[config.mk]
export PLATFORM = sky130hd
export DESIGN_NAME = calc_display_ctrl
export DESIGN_NICKNAME = d
export VERILOG_FILES = /design/src/rtl/calc_display_ctrl.sv
export SDC_FILE = /design/constraint.sdc
export NUM_CORES = 1
export LEC_CHECK = 0
export BUFFER_PORTS_ARGS = -buffer_cell sky130_fd_sc_hd__buf_2
export CORE_ASPECT_RATIO = 1.2
export CORE_MARGIN = 2
export CORE_UTILIZATION = 50
export DETAILED_ROUTE_END_ITERATION = 10
export HOLD_SLACK_MARGIN = 0.03
export PLACE_DENSITY_LB_ADDON = 0.2
export SKIP_CTS_REPAIR_TIMING = 1
export SYNTH_ARGS = -nofsm -noshare
export SYNTH_HDL_FRONTEND = slang
export SYNTH_SLANG_ARGS = --single-unit
[constraint.sdc]
create_clock -name clock -period 3.25 [get_ports clock]
set_clock_uncertainty 0.05 [all_clocks]
set_input_delay 0.65 -clock clock [delete_from_list [all_inputs] [get_ports clock]]
set_output_delay 0.65 -clock clock [all_outputs]
set_load 0.02 [all_outputs]
[src/rtl/calc_display_ctrl.sv]
// Display stage: rebuilds the 8-digit number serialised by the calculator core and scans it onto
// 8 multiplexed 7-segment digits. Optional macro LEADING_ZERO_BLANK_EN suppresses leading zeros.
module calc_display_ctrl #(
  parameter int DWELL_CYCLES = 12500,
  parameter bit SEG_ACT_LOW  = 1'b1
) (
  input  logic       clock,
  input  logic       reset,
  input  logic [1:0] status,
  input  logic [3:0] data,
  input  logic [3:0] pos,
  output logic [7:0] an,
  output logic [7:0] dec_ddp,
  output logic       upd,
  output logic       err
);

  localparam int DW = (DWELL_CYCLES > 1) ? $clog2(DWELL_CYCLES) : 1;
  localparam logic [DW-1:0] DWELL_TERM = DW'(DWELL_CYCLES - 1);
  localparam logic [7:0] ALL_OFF = SEG_ACT_LOW ? 8'hFF : 8'h00;

  logic [DW-1:0] dwell_reg;
  logic [2:0]    scan_reg;
  logic [3:0]    pos_q;
  logic [3:0]    stage_reg [8];
  logic [3:0]    disp_reg  [8];
  logic          err_reg;
  logic          upd_reg;
  logic [7:0]    an_reg;
  logic [7:0]    seg_reg;

  logic       err_now;
  logic       capture_en;
  logic       wr_en;
  logic       commit;
  logic       abort;
  logic [3:0] pos_m1;
  logic [2:0] wr_idx;
  logic [7:0] nz;
  logic [7:0] show;
  logic [7:0] onehot_next;
  logic [7:0] seg_next;

  // Active-high {g,f,e,d,c,b,a}; codes 10-15 blank.
  function automatic logic [6:0] seg7(input logic [3:0] v);
    case (v)
      4'd0: seg7 = 7'h3F;
      4'd1: seg7 = 7'h06;
      4'd2: seg7 = 7'h5B;
      4'd3: seg7 = 7'h4F;
      4'd4: seg7 = 7'h66;
      4'd5: seg7 = 7'h6D;
      4'd6: seg7 = 7'h7D;
      4'd7: seg7 = 7'h07;
      4'd8: seg7 = 7'h7F;
      4'd9: seg7 = 7'h6F;
      default: seg7 = 7'h00;
    endcase
  endfunction

  // "ErrOr" right-justified: E on digit 4 down to r on digit 0.
  function automatic logic [6:0] err_glyph(input logic [2:0] d);
    case (d)
      3'd0: err_glyph = 7'h50;
      3'd1: err_glyph = 7'h3F;
      3'd2: err_glyph = 7'h50;
      3'd3: err_glyph = 7'h50;
      3'd4: err_glyph = 7'h79;
      default: err_glyph = 7'h00;
    endcase
  endfunction

  assign err_now    = (status == 2'b00);
  assign capture_en = !err_reg && !err_now;
  assign pos_m1     = pos - 4'd1;
  assign wr_idx     = pos_m1[2:0];
  assign wr_en      = capture_en && (status == 2'b11) && (pos != pos_q) &&
                      (pos >= 4'd1) && (pos <= 4'd8);
  assign commit     = capture_en && (pos_q == 4'd8) && (pos == 4'd0);
  assign abort      = capture_en && (pos_q >= 4'd1) && (pos_q <= 4'd7) && (pos == 4'd0);

  // A digit is shown if it or any more-significant digit is non-zero; digit 0 always shows.
  genvar gi;
  generate
    for (gi = 0; gi < 8; gi++) begin : g_digit
      assign nz[gi] = (disp_reg[gi] != 4'd0);
`ifdef LEADING_ZERO_BLANK_EN
      if (gi == 0) begin : g_lsd
        assign show[gi] = 1'b1;
      end else begin : g_upper
        assign show[gi] = |(nz >> gi);
      end
`else
      assign show[gi] = 1'b1;
`endif
    end
  endgenerate

  always_comb begin
    onehot_next = 8'd1 << scan_reg;
    seg_next    = 8'h00;
    if (err_reg)
      seg_next = {1'b0, err_glyph(scan_reg)};
    else if (show[scan_reg])
      seg_next = {1'b0, seg7(disp_reg[scan_reg])};
  end

  always_ff @(posedge clock or posedge reset) begin
    if (reset) begin
      for (int i = 0; i < 8; i++) begin
        stage_reg[i] <= 4'd0;
        disp_reg[i]  <= 4'd0;
      end
    end else begin
      for (int i = 0; i < 8; i++) begin
        if (commit || abort)
          stage_reg[i] <= 4'd0;
        else if (wr_en && (wr_idx == 3'(i)))
          stage_reg[i] <= data;
        if (commit)
          disp_reg[i] <= stage_reg[i];
      end
    end
  end

  // Scan: an and segments both register from scan_reg; the wrap clock is blanked.
  always_ff @(posedge clock or posedge reset) begin
    if (reset) begin
      dwell_reg <= '0;
      scan_reg  <= 3'd0;
      pos_q     <= 4'd0;
      err_reg   <= 1'b0;
      upd_reg   <= 1'b0;
      an_reg    <= ALL_OFF;
      seg_reg   <= ALL_OFF;
    end else begin
      pos_q   <= pos;
      upd_reg <= commit;
      if (err_now)
        err_reg <= 1'b1;
      if (dwell_reg == DWELL_TERM) begin
        dwell_reg <= '0;
        scan_reg  <= scan_reg + 3'd1;
        an_reg    <= ALL_OFF;
        seg_reg   <= ALL_OFF;
      end else begin
        dwell_reg <= dwell_reg + 1'b1;
        an_reg    <= SEG_ACT_LOW ? ~onehot_next : onehot_next;
        seg_reg   <= SEG_ACT_LOW ? ~seg_next : seg_next;
      end
    end
  end

  assign an      = an_reg;
  assign dec_ddp = seg_reg;
  assign upd     = upd_reg;
  assign err     = err_reg;

endmodule

# [Word level (Yosys, flattened, before mapping)]
# Memory sizes are Yosys's and may differ from the RTL's.
# Index checks and enable logic that the tools add are counted.
[word_totals] ff_bits=103 romBits=120 word_cells=113 output_inout_bits=18 n_memories=2
[memory_table] name="(name not given)" words=16 word_bits=7 rd=1 rd_ports_with_merged_regs=0 wr=0 line="46" text="case (v)"
[memory_table] name="(name not given)" words=8 word_bits=1 rd=1 rd_ports_with_merged_regs=0 wr=0 line="104" text="else if (show[scan_reg])"
[classes] n_reduce_logical=34 n_lt_le_gt_ge=6 n_shift=1 n_eq_ne=15 muxes=26 n_addsub=3 bitwise=3
[ops] operator="$mux W4" count=18
[ops] operator="$pmux W7 S3" count=1
[ops] operator="$logic_and A1 B1 Y1" count=18
[ops] operator="$mux W8" count=2
[ops] operator="$not A8 Y8" count=2
[ops] operator="$reduce_bool A2 Y1" count=8
[ops] operator="$eq A3 B3 Y1 const B" count=5
[ops] operator="$add A14 B1 Y14 const B" count=1
[ops] operator="$eq A14 B14 Y1 const B" count=1
[ops] operator="$mux W14" count=1
[ops] operator="$mux W7" count=2
[ops] operator="$bmux W4 S3" count=1
[ops] operator="$eq A3 B2 Y1 const B" count=4
[ops] operator="$ge A4 B1 Y1 const B" count=2
[ops] operator="$shl A1 B3 Y8 const A" count=1
[ops] operator="$eq A3 B1 Y1 const B" count=2
[ops] operator="$logic_not A3 Y1" count=2
[ops] operator="$eq A4 B4 Y1 const B" count=1
[ops] operator="$ge A4 B4 Y1 const B" count=1
[ops] operator="$le A4 B3 Y1 const B" count=1
[ops] operator="$le A4 B4 Y1 const B" count=1
[ops] operator="$logic_not A4 Y1" count=1
[ops] operator="$lt A3 B4 Y1 const B" count=1
[ops] operator="$ne A4 B4 Y1" count=1
[ops] operator="9 further kinds" count=10

# [Depth between registers and ports, before layout]
[depth] ltp_word=10 ltp_mapped=11 depth_no_buf=9

# [Least setup slack after synthesis]
# No wires, ideal clock.
[synth_path] path_type="reg2reg" from="register scan_reg[2]" to="register seg_reg[4], in the netlist dec_ddp[4]" slack_ns=1.129 setup_ns=0.069 arrival_time_ns=2.002 stages_incl_launch_ff=11 n_path_buf=2 path_cell_list="dfrtp_1 buf_6 buf_2 mux2i_1 a22oi_1 o211ai_1 inv_1 ha_1 nor2b_1 a211o_1 nand3_1"
[synth_between] elab_chain_cells=9
[synth_lines] item="start, declared" line="23" text="logic [2:0] scan_reg;"
[synth_lines] item="start signal, assigned" line="143" text="scan_reg <= scan_reg + 3'd1;"
[synth_lines] item="$not A3 Y4 (not written as such)" line="105" text="seg_next = {1'b0, seg7(disp_reg[scan_reg])};"
[synth_lines] item="$bmux W4 S3" line="105"
[synth_lines] item="$mux W4 (not written as such) (2 in a row)" line="105"
[synth_lines] item="$mem_v2 Z16 W7"
[synth_lines] item="$mux W7" line="104"
[synth_lines] item="$mux W7 *" line="102" text="if (err_reg)"
[synth_lines] item="$not A8 Y8 *" line="149" text="seg_reg <= SEG_ACT_LOW ? ~seg_next : seg_next;"
[synth_lines] item="$mux W8 *" line="141" text="if (dwell_reg == DWELL_TERM) begin"
[synth_lines] item="end signal, assigned" line="149"
[synth_lines] item="end, declared" line="30" text="logic [7:0] seg_reg;"
# Every way passes the cells marked *; elsewhere a longest branch is shown, timed or not. The select of a mux whose other input is x is not followed.
# A chain may end at the register's enable or synchronous reset.

# [Final worst setup path]
[layout_path] from="register scan_reg[2]" to="register seg_reg[5], in the netlist dec_ddp[5]"
# Same word-level chain as after synthesis.

==> metrics.csv <==
metric;value;unit
seq_power_share;60.5;%
fp.dieW;92.6;um
nNetsFinal;433;
crit_fanout;12;
setup_ws;0.807;ns
synthToLayoutAreaGrowth;9.15;%
crit_path_end_kind;register;
vias;2875;
hold_slack;0.295;ns
synth-seq-cells;102;
synth_area;4710;um2
outcome;finished clean;
rsz0062_at_grt;no;
final_cell_area;5140;um2
vias_per_cell;5.38;
min_period;2.44;ns
num_rows;38;
cp.arrival;2.70;ns
synthTopCellsByArea;dfrtp_1, mux2i_1, dfstp_2;
design_power_total;2.13;mW
die_area;10200;um2
synth_nets;410;
synthDistinctLibCells;46;
grt_pass1_vias;2950;
comb_power_share;3.1;%
grt_pass1_wl;14.5;mm
top_layer;met4;
final_core_util;56.6;%
met1_length;3.96;mm
yosys-top-cells-count;dfrtp_1, nor2_1, mux2i_1;
grt_use_total;18.6;%
final_cells;534;
finalWirelength;8.57;mm
n_fill_cell;774;
antenna_found_initial;0;
p_clk_share;36.4;%
syn_avg_cell_area;12.2;um2
p_sw;0.501;mW
dp_slack;0.833;ns
dpl_cell_area;4940;um2
core;9080;um2
max_freq;0.409;GHz
max_cap_violations;0;
seq_area_frac_synth;54.6;%
place.gp.congestion;0.846;
clock_path_buffers;2;
cellLeakagePower;2.62;nW
grt_max_degree;55;
slew_violations;0;
cts_tree;done;
drt-initial-drc-count;101;
cts_root_buf;clkbuf_8;
yosysMostFrequentCell;dfrtp_1;
required;3.51;ns
p_int;1.63;mW
yosys.area.top_type_share;46.3;%
setup_violations;0;
initial_core_util;51.8;%
drive_gt1_share;25.4;%
relSlewSlack;58.5;%
antenna_left;0;
dr.pass1.iters;4;
wire_per_inst;16.0;um
synth_top_cell_by_area;dfrtp_1;
ys.flop_type;dfrtp_1;
hold_path.class;in2async;
multi_input_comb_area;1990;um2
route.detailed.drc;0;
switching_share;23.5;%
ios;30;
ir_drop;0.188;mV
synth_edf_count;0;
critPathLaunchType;register;
finalHoldViolations;0;
io_buffers;28;
wl_met2;4.23;mm
crit_type;reg2reg;
cts_buffers;9;
htree_levels;3;
n_antenna_cell;0;
die_y;110;um
finalSetupTns;0;ns
placed_cells;518;
met3WireLength;224;um
clock_latency;0.37;ns
clkTransAtPathRegs;0.10;ns
clock_sinks;102;
seqCellArea;2570;um2
worstMarginPinSlew;0.621;ns
postSynthCellCount;386;
grt_overflow;0;
async_flop_share;100;%
powerDensity;415;nW/um2
synth_warnings;0;
period_share;75.2;%
hpwl;6.05;mm
==> cell type report <==
class / count / area share, %
flip-flops and latches: 102 / 50.1
multi-input cells: 252 / 38.7
repair buffers: 33 / 3.70
clock buffers: 11 / 2.95
well taps: 120 / 2.92
inverters: 11 / 0.877
clock inverters: 5 / 0.780
==> final timing paths <==
kind | start | endpoint | slack, ns | depth (start not counted)
setup / recovery | scan_reg[2] | dec_ddp[5] | 0.81 | 5
hold / removal | reset | dwell_reg[10] | 0.30 | 2
setup reg to reg | scan_reg[2] | dec_ddp[5] | 0.81 | 5
hold reg to reg | stage_reg[24] | disp_reg[24] | 0.45 | 1
max in group asynchronous | reset | an[6] | 2.13 | 3
min in group clock | pos[2] | pos_q[2] | 0.40 | 1
==> cell families after synthesis <==
family,share of synthesized area [%]
fa+ha+maj,3.19
xor+xnor,3.35
buf+inv,3.16
mux,20.2
compound gates,3.67
other cells,0.0797
flops,54.6
simple gates,11.7
==> cells in the final DEF, fill, tap and decap left out, drive strengths merged, types with 5 or more instances in the layout <==
cell type and count:
dfrtp 87, mux2 36, buf 33, xor2 7
o21ai 7, nand4b 5, clkbuf 11, nor2 50
nor3 5, xnor2 11, ha 12, nand2 17
mux4 5, nand3 16, mux2i 42, dfstp 15
inv 13
==> power by group through the flow <==
stage	sequential [mW]	clock (mW)	combinational (mW)
floorplan	1.31	0	0.0475
global placement	1.31	0	0.0677
detailed placement	1.31	0	0.0696
CTS	1.29	0.803	0.0700
global route	1.29	0.848	0.0780
finish	1.29	0.776	0.0663
==> layer usage <==
| metal | vias up | global-route usage (%) |
|---|---|---|
| li1 | 1376 | - |
| met1 | 1449 | 23.3 |
| met2 | 36 | 31.8 |
| met3 | 14 | 3.74 |
| met4 | 0 | 7.57 |
| met5 | - | 0 |
==> worst max-delay path, cell delays in order, from the launching register on <==
cell	delay (ns)
dfrtp_1	0.68
buf_4	0.30
mux2i_1	0.47
mux4_2	0.44
mux2_4	0.32
o21ai_2	0.12
(Power assumes the default switching activity.)
